[src/rtl/mult_sequencer.sv]
// mult_sequencer: control FSM for a shift-and-add multiplier datapath.
// Synchronises and edge-detects the start button, bounds iterations, and hands off via done/ack.
module mult_sequencer #(
    parameter int SYNC_STAGES = 2,
    parameter int MAX_ITER    = 16,
    parameter int CW          = 5
) (
    input  logic          clk_100MHz,
    input  logic          reset,
    input  logic          start_butt,
    input  logic          ack,
    input  logic          a_zero,
    input  logic          b_zero,
    input  logic          b_lsb,
    output logic          clear_rez,
    output logic          load_ab,
    output logic          add_en,
    output logic          shift_en,
    output logic          busy,
    output logic          done,
    output logic          limit_hit,
    output logic [CW-1:0] iter_cnt
);
    typedef enum logic [2:0] {IDLE, CLEAR, LOAD, CHECK, ADD, SHIFT, DONE} state_t;

    state_t                 state, state_nx;
    logic [SYNC_STAGES-1:0] sync, fill;
    logic                   edge_q, armed, start_pulse, limit_nx;
    logic [CW-1:0]          iter_nx;

    // armed stays low until the synchronised button has been seen released after reset,
    // so a button already held through reset cannot launch an operation
    always_ff @(posedge clk_100MHz) begin
        if (reset) begin
            sync        <= '0;
            fill        <= '0;
            edge_q      <= 1'b0;
            armed       <= 1'b0;
            start_pulse <= 1'b0;
        end else begin
            sync        <= {sync[SYNC_STAGES-2:0], start_butt};
            fill        <= {fill[SYNC_STAGES-2:0], 1'b1};
            edge_q      <= sync[SYNC_STAGES-1];
            armed       <= armed | (fill[SYNC_STAGES-1] & ~sync[SYNC_STAGES-1]);
            start_pulse <= armed & sync[SYNC_STAGES-1] & ~edge_q;
        end
    end

    always_ff @(posedge clk_100MHz) begin
        if (reset) begin
            state     <= IDLE;
            iter_cnt  <= '0;
            limit_hit <= 1'b0;
        end else begin
            state     <= state_nx;
            iter_cnt  <= iter_nx;
            limit_hit <= limit_nx;
        end
    end

    always_comb begin
        state_nx = IDLE;
        iter_nx  = iter_cnt;
        limit_nx = limit_hit;
        case (state)
            IDLE:  state_nx = start_pulse ? CLEAR : IDLE;
            CLEAR: begin
                state_nx = LOAD;
                iter_nx  = '0;
                limit_nx = 1'b0;
            end
            LOAD:  state_nx = CHECK;
            CHECK: state_nx = (a_zero | b_zero) ? DONE : (b_lsb ? ADD : SHIFT);
            ADD:   state_nx = SHIFT;
            SHIFT: begin
                iter_nx  = (iter_cnt >= CW'(MAX_ITER)) ? iter_cnt : iter_cnt + 1'b1;
                state_nx = (iter_cnt >= CW'(MAX_ITER - 1)) ? DONE : CHECK;
                limit_nx = (iter_cnt >= CW'(MAX_ITER - 1)) | limit_hit;
            end
            DONE:  state_nx = ack ? IDLE : DONE;
            default: state_nx = IDLE;
        endcase
    end

    assign clear_rez = state == CLEAR;
    assign load_ab   = state == LOAD;
    assign add_en    = state == ADD;
    assign shift_en  = state == SHIFT;
    assign done      = state == DONE;
    assign busy      = state inside {CLEAR, LOAD, CHECK, ADD, SHIFT};
endmodule

[config.mk]
export PLATFORM = sky130hd
export DESIGN_NAME = mult_sequencer
export DESIGN_NICKNAME = d
export VERILOG_FILES = /design/src/rtl/mult_sequencer.sv
export SDC_FILE = /design/constraint.sdc
export NUM_CORES = 1
export LEC_CHECK = 0
export CAP_MARGIN = 20
export CORE_MARGIN = 2
export CORE_UTILIZATION = 35
export DETAILED_ROUTE_END_ITERATION = 8
export PLACE_DENSITY_LB_ADDON = 0.12
export SLEW_MARGIN = 20
export SYNTH_ARGS = -nofsm -noshare
export SYNTH_HDL_FRONTEND = slang
export SYNTH_SLANG_ARGS = --single-unit
export TNS_END_PERCENT = 1
[constraint.sdc]
create_clock -name clk_100MHz -period 2.35 [get_ports clk_100MHz]
set_clock_uncertainty 0.15 [all_clocks]
set_input_delay 0.3525 -clock clk_100MHz [delete_from_list [all_inputs] [get_ports clk_100MHz]]
set_output_delay 0.3525 -clock clk_100MHz [all_outputs]
set_load 0.005 [all_outputs]
==> flow_metrics.tcl <==
set metrics [dict create \
    via_per_inst 4.88 \
    cts.sinks 16 \
    rsz0062_at_grt "no" \
    die_h_um 49.1 \
    p_per_area_nw_per_um2 513 \
    hold_buffers 0 \
    cts_htree_levels 1 \
    ios 19 \
    yosys.area.top_type_share_pct 45.1 \
    ys_ff_latch 16 \
    regArea_um2 322 \
    ys_top_cells_by_area "dfxtp_1, nor2_1, a21oi_1" \
    max_freq_mhz 451 \
    synth_top_cell_by_area "dfxtp_1" \
    ys_types 28 \
    cts-buffers-inserted 3 \
    period_minus_slack_ns 2.22 \
    worstSetupPathType "reg2out" \
    syn_avg_cell_area_um2 8.56 \
    endpoint_kind "output pin" \
    finalSetupTns_ns 0 \
    route.vias.total 629 \
    synth_ff_type "dfxtp_1" \
    die_w_um 49.1 \
    grt_pass1_wl_um 2530 \
    track_usage_pct 13.2 \
    status "finished, final reports clean" \
    dpl.cell_count 125 \
    maxSlewHeadroom_pct 62.8 \
    slew_viol_final 0 \
    rows 16 \
    place_ws_ns 0.400 \
    async_flop_share_pct 0 \
    place.port_buffers 18 \
    drt-met1-wl_um 742 \
    die_area_um2 2410 \
    cts.clk_slew.worst_paths_ns 0.10 \
    clockRootBuffer "clkbuf_4" \
    yosysSeqAreaShare_pct 45.1 \
    synthToLayoutAreaGrowth_pct 33.1 \
    worstPathMaxFanout 13 \
    multi_input_area_um2 344 \
    drt_first_pass_iters 4 \
    ant_nets 0 \
    n_fill_cell 203 \
    highest-signal-layer "met4" \
    synth_area_um2 711 \
    post-route-period-util_pct 94.4 \
    wl_per_cell_um 11.2 \
    synth_commonest_cells "dfxtp_1, nor2_1, a21oi_1, nor3_1" \
    required_ns 1.85 \
    setup_viol 0 \
    irDropWorstVdd_mv 0.330 \
    finalPower_mw 0.485 \
    wl_met2_um 604 \
    synth_most_common_cell "dfxtp_1" \
    grt_pass1_vias 583 \
    final-hold-violation-count 0 \
    synth_edf_count 0 \
    core_um2 1940 \
    insertion_delay_ns 0.28 \
    drt_iter0_drc 11 \
    startpoint_type "register" \
    place_area_um2 908 \
    cts_buffer_depth 2 \
    cts_tree "built" \
    synth.net_count 92 \
    finalNetCount 112 \
    wirelength_um 1440 \
    place_hpwl_um 1030 \
    gp_congestion 0.805 \
    gr-total-overflow 0 \
    setup_ws_ns 0.131 \
    antenna_found_initial 0 \
    drc_errors 0 \
    wl_met3_um 77 \
    diodes 0 \
    p_leak_nw 0.348 \
    start_util_pct 36.6 \
    cap_violations 0 \
    grt_max_degree 17 \
    crit_arrival_ns 1.72 \
    synth_cells 83 \
    worstMarginPinSlew_ns 0.556 \
    ys_warn_count 0 \
    final_cells 129 \
    layout-drive-gt1-share_pct 8.82 \
    fin_area_um2 946 \
    hp-class "reg2reg" \
]
[placed cells by master, fill, tap and decap left out, types with 2 or more instances in the layout]
cell | synthesis | routed
nand4b_1 | 2 | 2
nor3b_1 | 2 | 2
a21oi_1 | 9 | 9
ha_1 | 2 | 2
buf_4 | 2 | 2
and3_1 | 2 | 2
nor3_1 | 7 | 7
nand3b_1 | 2 | 2
clkdlybuf4s50_1 | 0 | 18
o21ai_0 | 3 | 3
nor2_1 | 14 | 14
inv_1 | 3 | 3
clkbuf_4 | 1 | 3
dfxtp_1 | 16 | 15
a21o_1 | 2 | 2
nor2b_1 | 3 | 3
[cell families (layout without fill, tap and decap cells)]
logic type,after synthesis,in the layout,share of synthesized area (%)
AOI/OAI and AO/OA,19,19,16.0
and+or+nand+nor,37,37,28.9
buffers and inverters,9,28,6.51
DFF,16,16,45.1
adders and majority gates,2,2,3.52
[area by class of cell]
class,count,area share (%)
timing repair buffer,20,20.6
clock buffer,4,3.84
tap,27,3.57
multi-input combinational,58,36.4
sequential,16,34.0
inverter,4,1.59
[power by group]
part,total [mW],switching [mW],internal [mW]
sequential,0.279,0.00237,0.277
clock,0.179,0.0850,0.0943
combinational,0.0270,0.0113,0.0157
total,0.485,0.0986,0.387
[path summary, 6_finish.rpt]
| kind | cells after the start | slack (ns) | start | endpoint |
|---|---|---|---|---|
| worst max register to register | 7 | 0.56 | iter_cnt[0]$_SDFFE_PP0P_ | state[0]$_SDFF_PP0_ |
| worst min register to register | 1 | 0.26 | edge_q$_SDFF_PP0_ | start_pulse$_SDFF_PP0_ |
| worst max-delay path | 3 | 0.13 | state[1]$_SDFF_PP0_ | clear_rez |
| worst min-delay path | 1 | 0.26 | edge_q$_SDFF_PP0_ | start_pulse$_SDFF_PP0_ |
[critical path: stages (launching register included)]
cell	delay, ns
dfxtp_2	0.39
or2b_1	0.32
nor2_1	0.19
clkdlybuf4s50_1	0.53
[routing by layer]
metal / up-vias / track usage, %
met5: - / 0
met1: 275 / 18.7
li1: 333 / -
met2: 19 / 18.5
met4: 0 / 7.14
met3: 2 / 2.76
[state kept, by name, indices dropped and copies added (netlist names)]
signal       count
iter_cnt         5
state            3
fill             2
sync             2
armed            1
edge_q           1
limit_hit        1
start_pulse      1
[repair_timing]
item | in CTS | in global routing
hold endpoints to repair | 0 | 0
setup buffers | 0 | 0
endpoints found under the setup margin | 0 | 1
resized for setup | 0 | 1
[per-stage QoR]
stage / hold slack (ns) / utilization (%)
2_1_floorplan: 0.224 / -
4_1_cts: 0.264 / 48.6
5_1_grt: 0.266 / 48.7
6_report: 0.262 / 48.7
3_3_place_gp: 0.237 / 46.8
3_5_place_dp: 0.239 / 46.8
(Power assumes the default switching activity.)
